**config.mk**
```make
export PLATFORM = sky130hd
export DESIGN_NAME = spi_burst_slave_flat
export DESIGN_NICKNAME = d
export VERILOG_FILES = /design/src/rtl/spi_burst_slave_if.sv /design/src/rtl/spi_burst_slave.sv /design/src/flat_wrapper.sv
export SDC_FILE = /design/constraint.sdc
export NUM_CORES = 1
export LEC_CHECK = 0
export CORE_MARGIN = 8
export CORE_UTILIZATION = 50
export CTS_CLUSTER_DIAMETER = 200
export DETAILED_ROUTE_END_ITERATION = 8
export PLACE_DENSITY = 0.79
export SLEW_MARGIN = 20
export SYNTH_ARGS = -nofsm -noshare
export SYNTH_HDL_FRONTEND = slang
export SYNTH_SLANG_ARGS = --single-unit
```
**constraint.sdc**
```tcl
create_clock -name clk -period 2.3 [get_ports clk]
set_input_delay 0.575 -clock clk [delete_from_list [all_inputs] [get_ports clk]]
set_output_delay 0.575 -clock clk [all_outputs]
set_load 0.03 [all_outputs]
```
**src/rtl/spi_burst_slave_if.sv**
```systemverilog
// SPI burst slave bus: serial lines, RAM port and status.
// slave modport faces the DUT; master faces host/RAM side.
interface spi_burst_slave_if #(
  parameter int ADDR_WIDTH = 8,
  parameter int DATA_WIDTH = 8
);
  logic                  SS_n;
  logic                  MOSI;
  logic                  MISO;
  logic [ADDR_WIDTH-1:0] mem_addr;
  logic [DATA_WIDTH-1:0] mem_wdata;
  logic                  mem_we;
  logic                  mem_re;
  logic [DATA_WIDTH-1:0] mem_rdata;
  logic                  busy;
  logic                  abort;

  modport slave (
    input  SS_n, MOSI, mem_rdata,
    output MISO, mem_addr, mem_wdata,
    output mem_we, mem_re, busy, abort
  );

  modport master (
    output SS_n, MOSI, mem_rdata,
    input  MISO, mem_addr, mem_wdata,
    input  mem_we, mem_re, busy, abort
  );
endinterface

```
**src/rtl/spi_burst_slave.sv**
```systemverilog
// SPI slave: cmd bit, address, burst of words to/from a sync RAM.
// Ports: clk, rst (async high), bus (slave modport: SPI + RAM + status).
module spi_burst_slave #(
  parameter int ADDR_WIDTH = 8,
  parameter int DATA_WIDTH = 8,
  parameter int MEM_DEPTH  = 256
) (
  input  logic             clk,
  input  logic             rst,
  spi_burst_slave_if.slave bus
);
  localparam int SW = (ADDR_WIDTH > DATA_WIDTH) ?
                      ADDR_WIDTH : DATA_WIDTH;
  localparam int CW = $clog2(SW + 1);
  localparam logic [ADDR_WIDTH-1:0] LAST =
    ADDR_WIDTH'(MEM_DEPTH - 1);
  localparam logic [CW-1:0] A_END = CW'(ADDR_WIDTH - 1);
  localparam logic [CW-1:0] D_END = CW'(DATA_WIDTH - 1);
  localparam logic [CW-1:0] D_PRE = CW'(DATA_WIDTH - 2);

  typedef enum logic [2:0] {
    IDLE, CMD, ADDR, WDATA, RD_WAIT, RDATA
  } state_t;

  state_t                state, state_n;
  logic [CW-1:0]         cnt, cnt_n;
  logic [SW-2:0]         sh, sh_n;
  logic [DATA_WIDTH-2:0] tx, tx_n;
  logic                  rd, rd_n;
  logic [ADDR_WIDTH-1:0] addr, addr_n;
  logic [DATA_WIDTH-1:0] wdata, wdata_n;
  logic                  we, we_n;
  logic                  re, re_n;
  logic                  miso, miso_n;
  logic                  abrt, abrt_n;
  logic                  busy_q;
  logic [SW-1:0]         shifted;
  logic [CW-1:0]         nb;
  logic [ADDR_WIDTH-1:0] addr_inc;

  always_comb begin
    state_n  = state;
    cnt_n    = cnt;
    sh_n     = sh;
    tx_n     = tx;
    rd_n     = rd;
    addr_n   = addr;
    wdata_n  = wdata;
    we_n     = 1'b0;
    re_n     = 1'b0;
    miso_n   = 1'b0;
    abrt_n   = 1'b0;
    nb       = '0;
    shifted  = {sh, bus.MOSI};
    addr_inc = (addr == LAST) ? '0 : addr + 1'b1;
    if (state != IDLE && bus.SS_n) begin
      state_n = IDLE;
      cnt_n   = '0;
      abrt_n  = (state == CMD) || (state == ADDR) ||
                (state == WDATA && cnt != '0);
    end else begin
      unique case (state)
        IDLE: if (!bus.SS_n) state_n = CMD;
        CMD: begin
          rd_n    = bus.MOSI;
          cnt_n   = '0;
          state_n = ADDR;
        end
        ADDR: begin
          sh_n  = shifted[SW-2:0];
          cnt_n = cnt + 1'b1;
          if (cnt == A_END) begin
            addr_n = shifted[ADDR_WIDTH-1:0];
            cnt_n  = '0;
            if (rd) begin
              state_n = RD_WAIT;
              re_n    = 1'b1;
            end else begin
              state_n = WDATA;
            end
          end
        end
        WDATA: begin
          sh_n  = shifted[SW-2:0];
          cnt_n = cnt + 1'b1;
          // the strobe issued last edge is done; step address
          if (we) addr_n = addr_inc;
          if (cnt == D_END) begin
            we_n    = 1'b1;
            wdata_n = shifted[DATA_WIDTH-1:0];
            cnt_n   = '0;
          end
        end
        RD_WAIT: begin
          cnt_n = cnt + 1'b1;
          if (cnt != '0) begin
            tx_n    = bus.mem_rdata[DATA_WIDTH-2:0];
            miso_n  = bus.mem_rdata[DATA_WIDTH-1];
            cnt_n   = '0;
            state_n = RDATA;
            // 2-bit words: the load edge already shows bit DW-2
            if (D_PRE == '0) begin
              addr_n = addr_inc;
              re_n   = 1'b1;
            end
          end
        end
        RDATA: begin
          if (cnt == D_END) begin
            tx_n   = bus.mem_rdata[DATA_WIDTH-2:0];
            miso_n = bus.mem_rdata[DATA_WIDTH-1];
            cnt_n  = '0;
          end else begin
            tx_n   = tx << 1;
            miso_n = tx[DATA_WIDTH-2];
            cnt_n  = cnt + 1'b1;
            nb     = cnt + 1'b1;
          end
          // prefetch so the next word lands on the load edge
          if (nb == D_PRE) begin
            addr_n = addr_inc;
            re_n   = 1'b1;
          end
        end
        default: state_n = IDLE;
      endcase
    end
  end

  always_ff @(posedge clk or posedge rst) begin
    if (rst) begin
      state  <= IDLE;
      cnt    <= '0;
      sh     <= '0;
      tx     <= '0;
      rd     <= 1'b0;
      addr   <= '0;
      wdata  <= '0;
      we     <= 1'b0;
      re     <= 1'b0;
      miso   <= 1'b0;
      abrt   <= 1'b0;
      busy_q <= 1'b0;
    end else begin
      state  <= state_n;
      cnt    <= cnt_n;
      sh     <= sh_n;
      tx     <= tx_n;
      rd     <= rd_n;
      addr   <= addr_n;
      wdata  <= wdata_n;
      we     <= we_n;
      re     <= re_n;
      miso   <= miso_n;
      abrt   <= abrt_n;
      busy_q <= (state_n != IDLE);
    end
  end

  assign bus.MISO      = miso;
  assign bus.mem_addr  = addr;
  assign bus.mem_wdata = wdata;
  assign bus.mem_we    = we;
  assign bus.mem_re    = re;
  assign bus.busy      = busy_q;
  assign bus.abort     = abrt;
endmodule

```
**src/flat_wrapper.sv**
```systemverilog
// flat-port wrapper written by rule: the top's interface ports become plain ports
module spi_burst_slave_flat 
#(
  parameter int ADDR_WIDTH = 8,
  parameter int DATA_WIDTH = 8,
  parameter int MEM_DEPTH  = 256
)
  (clk, rst, bus_SS_n, bus_MOSI, bus_mem_rdata, bus_MISO, bus_mem_addr, bus_mem_wdata, bus_mem_we, bus_mem_re, bus_busy, bus_abort);
  spi_burst_slave_if #(.ADDR_WIDTH(ADDR_WIDTH), .DATA_WIDTH(DATA_WIDTH)) bus_i ();
  input  logic clk;
  input  logic rst;
  input wire logic [$bits(bus_i.SS_n)-1:0] bus_SS_n;
  input wire logic [$bits(bus_i.MOSI)-1:0] bus_MOSI;
  input wire logic [$bits(bus_i.mem_rdata)-1:0] bus_mem_rdata;
  output wire logic [$bits(bus_i.MISO)-1:0] bus_MISO;
  output wire logic [$bits(bus_i.mem_addr)-1:0] bus_mem_addr;
  output wire logic [$bits(bus_i.mem_wdata)-1:0] bus_mem_wdata;
  output wire logic [$bits(bus_i.mem_we)-1:0] bus_mem_we;
  output wire logic [$bits(bus_i.mem_re)-1:0] bus_mem_re;
  output wire logic [$bits(bus_i.busy)-1:0] bus_busy;
  output wire logic [$bits(bus_i.abort)-1:0] bus_abort;
  assign bus_i.SS_n = bus_SS_n;
  assign bus_i.MOSI = bus_MOSI;
  assign bus_i.mem_rdata = bus_mem_rdata;
  assign bus_MISO = bus_i.MISO;
  assign bus_mem_addr = bus_i.mem_addr;
  assign bus_mem_wdata = bus_i.mem_wdata;
  assign bus_mem_we = bus_i.mem_we;
  assign bus_mem_re = bus_i.mem_re;
  assign bus_busy = bus_i.busy;
  assign bus_abort = bus_i.abort;
  spi_burst_slave #(.ADDR_WIDTH(ADDR_WIDTH), .DATA_WIDTH(DATA_WIDTH), .MEM_DEPTH(MEM_DEPTH)) u_core (.clk(clk), .rst(rst), .bus(bus_i));
endmodule
```
==> results.toml, run 1 <==
[global_route]
global_route.usage.total = 0.154
grt_first_pass_wirelength_um = 8100
number_of_global_route_vias_before_repair = 1722
grt_max_degree = 44
grt_antenna_before_repair = 0
overflow_left_after_global_routing = 0

[routing]
drt_iter0_markers = 86
wirelength_um = 4790
post_drt_wl_per_cell_um = 15.8
drt-pass1-iter-count = 4
ant_nets = 0
detailroute.via_count = 1743
drcViolationCount = 0
routed_via_density = 5.73

[finish]
filler_cell_count = 378
layout.cells.most_common_list = "sky130_fd_sc_hd__dfrtp_1, sky130_fd_sc_hd__clkdlybuf4s50_1, sky130_fd_sc_hd__nor2_1"
num-nets-final = 268
layout.cells.most_common = "sky130_fd_sc_hd__dfrtp_1"
final_std_cells_w_o_fill = 304
drive_gt1_frac = 0.155
areaGrowthSynthToFinish_pct = 23.3
n_antenna_cell = 0
post-route-cell-area_um2 = 2740

[clocking]
cts-root-to-sink-buffers = 2
tritoncts = "done"
clkTransAtPathRegs_ns = 0.08
cts-htree-levels = 2
postCtsSetupBuffers = 0
clock_tree.root_cell = "sky130_fd_sc_hd__clkbuf_8"
clock_latency_on_the_worst_skew_pair_ns = 0.30
ctsResizeCount = 0
tritoncts_num_sinks = 43
cts_made_buffers = 5
cts-hold-fix-buffers = 0

[sta]
fin_crit_ns = 2.05
tightest_slew_ns = 0.536
hold_viol_final = 0
final.setup_skew_ns = 0.00765
rsz0062_at_grt = "false"
fmax_mhz = 487
worst_max_slew_margin_expressed_relative_to_the_limit = 0.643
setup_total_negative_slack_ns = 0
maxSlewViolCount = 0
worst_slack_ns = 0.248
setup_violations = 0
fin_crit_sh = 0.892

[placement]
placed_cells = 297
post_dp_cell_area_um2 = 2640
dp_slack_ns = 0.0830
port_buffers = 32
finalWeightedCongestion = 0.889
dpl_hpwl_um = 3420

[worst_hold_path]
min_path_type = "flop to flop"

[worst_setup_path]
crit_path_cell_trace = "ha_1 > nand2b_1 > o21ai_0 > buf_4 > a311oi_4 > or2_1 > o22ai_1"
start_kind = "flop"
crit_slowest_cell = "sky130_fd_sc_hd__a311oi_4"
cp_data_required_time_ns = 2.48
worst-r2r-setup-slack_ns = 0.25
worstPathMaxFanout = 10
cp-end-kind = "flop"
setup.worst_path.class = "flop to flop"
critPathMaxStageDelay_ns = 0.51
cp.arrival_ns = 2.23

[pwr]
worst_supply_voltage_drop_on_vdd_mv = 0.484
static-leakage-power_nw = 1.21
p_per_area_nw_per_um2 = 855

[floorplanning]
floorplan.initialDensity = 0.514
design.core.area_um2 = 4320
io-pin-count = 33
die-width_um = 82.7
fp-row-count = 24
fp.dieArea_um2 = 6840
chipHeight_um = 82.7

[yosys]
synth-seq-cells = 43
syn_area_per_cell_um2 = 10.5
synth.lib_cells_used.distinct = 49
netlist_area_um2 = 2220
synthesis.yosys.warnings = 0
proportion_of_register_bits_with_asynchronous_set_or_reset_after_synthesis = 1.00
postSynthNetCount = 228
synth_edf_count = 0
synth_ff_type = "sky130_fd_sc_hd__dfrtp_1"
synthCells = 212
synth_sequential_area_ratio = 0.484

[run]
maxCapViolations = 0

[outcome]
run_status = "completed"
## through the flow
| step | util | total power [mW] | hold slack (ns) |
|---|---|---|---|
| after CTS | 0.634 | 2.37 | 0.511 |
| after global placement | 0.610 | 1.77 | 0.488 |
| final | 0.634 | 2.34 | 0.508 |
| after global routing | 0.634 | 2.47 | 0.525 |
| after detailed placement | 0.610 | 1.79 | 0.492 |
| after floorplan | - | 1.49 | 0.495 |
## Yosys cell counts (3+ instances only)
cell type	instances	area, µm²
sky130_fd_sc_hd__a21oi_1	13	65.1
sky130_fd_sc_hd__a2bb2oi_1	3	26.3
sky130_fd_sc_hd__buf_4	3	22.5
sky130_fd_sc_hd__clkbuf_1	3	11.3
sky130_fd_sc_hd__dfrtp_1	43	1080
sky130_fd_sc_hd__ha_1	4	50.1
sky130_fd_sc_hd__inv_1	9	33.8
sky130_fd_sc_hd__mux2_2	16	180
sky130_fd_sc_hd__mux2i_1	10	100
sky130_fd_sc_hd__nand2_1	13	48.8
sky130_fd_sc_hd__nand2b_1	6	37.5
sky130_fd_sc_hd__nor2_1	24	90.1
sky130_fd_sc_hd__nor3_1	6	30.0
sky130_fd_sc_hd__nor4b_1	3	26.3
sky130_fd_sc_hd__o21ai_0	7	35.0
sky130_fd_sc_hd__o21ai_1	4	20.0
sky130_fd_sc_hd__o31ai_1	3	22.5
## flip-flops by register name, indices dropped and copies added (netlist names)
name and count:
u_core.state 3, u_core.bus.MISO 1, u_core.bus.busy 1, u_core.bus.mem_addr 8
u_core.bus.mem_re 1, u_core.rd 1, u_core.cnt 4, u_core.bus.abort 1
u_core.bus.mem_wdata 8, u_core.bus.mem_we 1, u_core.sh 7, u_core.tx 7
## worst max-delay path: cells and delay by family (launching register included)
family                     cells  cell delay, ns
adders and majority gates      1            0.25
AOI/OAI and AO/OA              3            0.71
buffers and inverters          1            0.15
DFF                            1            0.41
and+or+nand+nor                2            0.41
## layout make-up
cell class / count / area [µm²] / share of cell area
Inverter: 9 / 33.8 / 0.0123
Clock inverter: 2 / 37.5 / 0.0137
Multi-Input combinational cell: 151 / 1070 / 0.389
Clock buffer: 5 / 68.8 / 0.0251
Tap cell: 52 / 65.1 / 0.0237
Sequential cell: 43 / 1080 / 0.392
Timing Repair Buffer: 42 / 395 / 0.144
## kinds of logic after synthesis
| group | Yosys count | share of synthesized area |
|---|---|---|
| compound gates | 50 | 0.164 |
| flops | 43 | 0.484 |
| simple gates | 71 | 0.166 |
| fa+ha+maj | 4 | 0.0225 |
| mux | 26 | 0.126 |
| buf+inv | 18 | 0.0371 |
## per-layer routing
layer,vias to the layer above,part of all wire,global-route usage,routed length (µm)
met4,0,0.017,0.0586,83
met5,-,0,0,0
met1,843,0.46,0.192,2210
met3,6,0.063,0.0487,302
met2,50,0.46,0.242,2200
li1,844,-,-,-
## where the power goes
part / internal (mW) / switching (mW)
logic: 0.330 / 0.362
registers: 0.898 / 0.181
clock network: 0.317 / 0.257
## worst paths after layout
kind	depth (start not counted)	to	from
worst max-delay path	7	u_core.bus.mem_addr[5]$_DFFE_PP0P_	u_core.cnt[1]$_DFFE_PP0P_
worst min register to register	1	u_core.bus.mem_wdata[4]$_DFFE_PP0P_	u_core.bus.mem_wdata[4]$_DFFE_PP0P_
worst max register to register	7	u_core.bus.mem_addr[5]$_DFFE_PP0P_	u_core.cnt[1]$_DFFE_PP0P_
min in group asynchronous	3	u_core.bus.MISO$_DFF_PP0_	rst
worst min-delay path	1	u_core.bus.mem_wdata[4]$_DFFE_PP0P_	u_core.bus.mem_wdata[4]$_DFFE_PP0P_
max in group asynchronous	3	u_core.bus.mem_wdata[0]$_DFFE_PP0P_	rst
No activity file was read; power rests on OpenSTA's default activity.
==> inputs of run 2 (changes only) <==
Settings changed: CAP_MARGIN from default to 40, SLEW_MARGIN 20 to default.
==> results of run 2 <==
Same layout as run 1: the final DEF is identical, and so are final timing and power.
==> inputs of run 3 (changes only) <==
Settings changed: ABC_AREA from default to 1, ABC_CLOCK_PERIOD_IN_PS from default to 2300, CAP_MARGIN 40 to 20, PLACE_DENSITY 0.79 to 0.78.
==> run 3 against run 2 <==
Against the previous run: synthesized cell count increased by 41%; fmax shrank 2.9%; critical path type is now flop to output pin; highest routed layer unchanged; combinational power rose by 27%; largest cell class unchanged; sequential share of layout area increased by 0.13 points.
==> results.toml, run 3 <==
[floorplanning]
chipHeight_um = 83.3
design.core.area_um2 = 4350
fp.dieArea_um2 = 6940
die-width_um = 83.3
io-pin-count = 33
floorplan.initialDensity = 0.520
fp-row-count = 24

[pwr]
static-leakage-power_nw = 1.40
internal-power_mw = 1.54
worst_supply_voltage_drop_on_vdd_mv = 0.572
power_frac_clock = 0.228
p_switching_uw = 992
power.sequential.fraction = 0.424
power.switching_fraction = 0.392
p_per_area_nw_per_um2 = 927
combinationalPowerShare = 0.348

[sta]
hold_viol_final = 0
worst_max_slew_margin_expressed_relative_to_the_limit = 0.650
fmax_mhz = 473
fin_crit_ns = 2.11
rsz0062_at_grt = "false"
worst_slack_ns = 0.187
setup_total_negative_slack_ns = 0
setup_violations = 0
final.setup_skew_ns = 0.00385
maxSlewViolCount = 0
tightest_slew_ns = 0.526
fin_crit_sh = 0.919

[clocking]
tritoncts = "done"
postCtsSetupBuffers = 0
clock_latency_on_the_worst_skew_pair_ns = 0.29
tritoncts_num_sinks = 43
clock_tree.root_cell = "sky130_fd_sc_hd__clkbuf_8"
clkTransAtPathRegs_ns = 0.08
cts-root-to-sink-buffers = 2
cts-htree-levels = 2
cts-hold-fix-buffers = 0
cts_made_buffers = 5
ctsResizeCount = 0

[finish]
areaGrowthSynthToFinish_pct = 20.7
multiInputGateArea_um2 = 990
num-nets-final = 349
drive_gt1_frac = 0.0781
filler_cell_count = 417
post-route-cell-area_um2 = 2730
n_antenna_cell = 0
final-seq-area_um2 = 1080
layout.cells.most_common = "sky130_fd_sc_hd__nand2_1"
layout.cells.most_common_list = "sky130_fd_sc_hd__nand2_1, sky130_fd_sc_hd__dfrtp_1, sky130_fd_sc_hd__inv_1"

[worst_setup_path]
start_kind = "flop"
crit_slowest_cell = "sky130_fd_sc_hd__clkdlybuf4s50_1"
critPathMaxStageDelay_ns = 0.73
critical_path_buf_inv_count = 1
worst-r2r-setup-slack_ns = 0.55
cp.arrival_ns = 1.54
cp_data_required_time_ns = 1.73
reg2regPathDepth = 6
timing.critical_path.max_delay_family = "buffers and inverters"
reg2reg_to = "u_core.bus.mem_wdata[4]$_DFFE_PP0P_"
r2r-start = "u_core.cnt[0]$_DFFE_PP0P_"
worstPathMaxFanout = 8
crit_path_cell_trace = "clkdlybuf4s50_1"
cp-end-kind = "output pin"
setup.worst_path.class = "flop to output pin"

[placement]
port_buffers = 32
dpl_hpwl_um = 3720
post_dp_cell_area_um2 = 2630
finalWeightedCongestion = 0.961
dp_slack_ns = 0.255

[yosys]
synth.largest_area_cell = "sky130_fd_sc_hd__dfrtp_1"
synthesis.yosys.warnings = 0
synth_top_area_share = 0.475
synth-compound-area-share = 0.114
syn_area_per_cell_um2 = 7.60
proportion_of_register_bits_with_asynchronous_set_or_reset_after_synthesis = 1.00
synth_xor_xnor_area_share = 0.00387
synth_area_leaders = "sky130_fd_sc_hd__dfrtp_1, sky130_fd_sc_hd__nand2_1, sky130_fd_sc_hd__inv_1, sky130_fd_sc_hd__o21ai_0, sky130_fd_sc_hd__nand3_1"
synth.lib_cells_used.distinct = 26
postSynthNetCount = 314
yosysMostFrequentCell = "sky130_fd_sc_hd__nand2_1"
synth.mux.area_fraction = 0
synthCells = 298
synth_top_family_by_area = "simple AND/OR/NAND/NOR gates"
synthAdderAreaFrac = 0.0221
synth_sequential_area_ratio = 0.475
netlist_area_um2 = 2260
synth-seq-cells = 43
synth_edf_count = 0
synth_ff_type = "sky130_fd_sc_hd__dfrtp_1"
post_synth_most_frequent_cells = "sky130_fd_sc_hd__nand2_1, sky130_fd_sc_hd__dfrtp_1, sky130_fd_sc_hd__inv_1"
synth_simple_gate_area_share = 0.297

[run]
maxCapViolations = 0

[global_route]
grt_max_degree = 44
grt.met3_usage = 0.0264
overflow_left_after_global_routing = 0
grt_antenna_before_repair = 0
number_of_global_route_vias_before_repair = 1918
global_route.usage.total = 0.144
groute.layer.met1.usage = 0.174
busiest_layer = "met2"
grt_first_pass_wirelength_um = 8500
groute.layer.met2.usage = 0.242

[worst_hold_path]
hold-path-endpoint = "u_core.bus.mem_wdata[7]$_DFFE_PP0P_"
min_from = "u_core.bus.mem_wdata[7]$_DFFE_PP0P_"
min_path_type = "flop to flop"
hold_depth = 2

[routing]
drt_iter0_markers = 111
post_drt_wl_per_cell_um = 12.8
routed_via_density = 5.10
ant_nets = 0
wirelength_um = 4910
detailroute.via_count = 1962
drt-pass1-iter-count = 4
drcViolationCount = 0

[outcome]
run_status = "completed"
[run 3: cell count changes after synthesis, moves of 10 or more]
| cell | change |
|---|---|
| sky130_fd_sc_hd__nand2_1 | +84 |
| sky130_fd_sc_hd__inv_1 | +32 |
| sky130_fd_sc_hd__mux2_2 | -16 |
| sky130_fd_sc_hd__nand3_1 | +16 |
| sky130_fd_sc_hd__o21ai_1 | +14 |
| sky130_fd_sc_hd__o21ai_0 | +13 |
| sky130_fd_sc_hd__a21oi_1 | -10 |
| sky130_fd_sc_hd__mux2i_1 | -10 |
[run 3: power by group through the flow]
| stage | logic [mW] | clock network (mW) | registers (mW) |
|---|---|---|---|
| floorplan | 0.485 | 0 | 1.17 |
| global placement | 0.861 | 0 | 1.08 |
| detailed placement | 0.882 | 0 | 1.08 |
| CTS | 0.887 | 0.591 | 1.07 |
| global route | 0.993 | 0.613 | 1.10 |
| finish | 0.882 | 0.578 | 1.07 |
[run 3: area by class of cell]
| type | instances | share of cell area |
|---|---|---|
| inverters | 45 | 0.0618 |
| repair buffers | 33 | 0.120 |
| well taps | 52 | 0.0238 |
| multi-input cells | 205 | 0.362 |
| clock buffers | 5 | 0.0252 |
| flip-flops and latches | 43 | 0.394 |
| clock inverters | 2 | 0.0137 |
[run 3: cell families (layout without fill, tap and decap cells)]
family | Yosys count | after routing
AOI/OAI and AO/OA | 48 | 48
buffers and inverters | 50 | 85
DFF | 43 | 43
xor gates and xnor gates | 1 | 1
and+or+nand+nor | 152 | 152
adders and majority gates | 4 | 4
[run 3: worst max-delay path by stage]
stage | endpoint | start | cells past startpoint | slack [ns]
floorplan | u_core.bus.MISO$_DFF_PP0_ | rst | 1 | 0.72
global placement | u_core.tx[0]$_DFFE_PP0P_ | bus_SS_n | 6 | 0.33
detailed placement | u_core.tx[3]$_DFFE_PP0P_ | bus_SS_n | 5 | 0.25
CTS | bus_mem_addr[4] | u_core.bus.mem_addr[4]$_DFFE_PP0P_ | 1 | 0.18
global route | bus_mem_addr[4] | u_core.bus.mem_addr[4]$_DFFE_PP0P_ | 1 | 0.16
finish | bus_mem_addr[4] | u_core.bus.mem_addr[4]$_DFFE_PP0P_ | 1 | 0.19
[run 3: stage by stage]
stage	power, mW	std cells	util	hold WS, ns
CTS	2.55	385	0.628	0.494
finish	2.53	385	0.628	0.488
detailed placement	1.97	378	0.603	0.473
global route	2.70	385	0.628	0.532
global placement	1.94	378	0.603	0.462
floorplan	1.66	298	-	0.453
[run 3: tightest hold or removal path: cells and delay by family, from the launching register on]
kind	cells	cell delay, ns
flops	1	0.35
simple gates	2	0.11
[run 3: per-layer routing]
layer  part of all wire  up-vias
li1                   -     1012
met1               0.47      907
met2               0.49       38
met3              0.032        5
met4              0.015        0
met5                  0        -
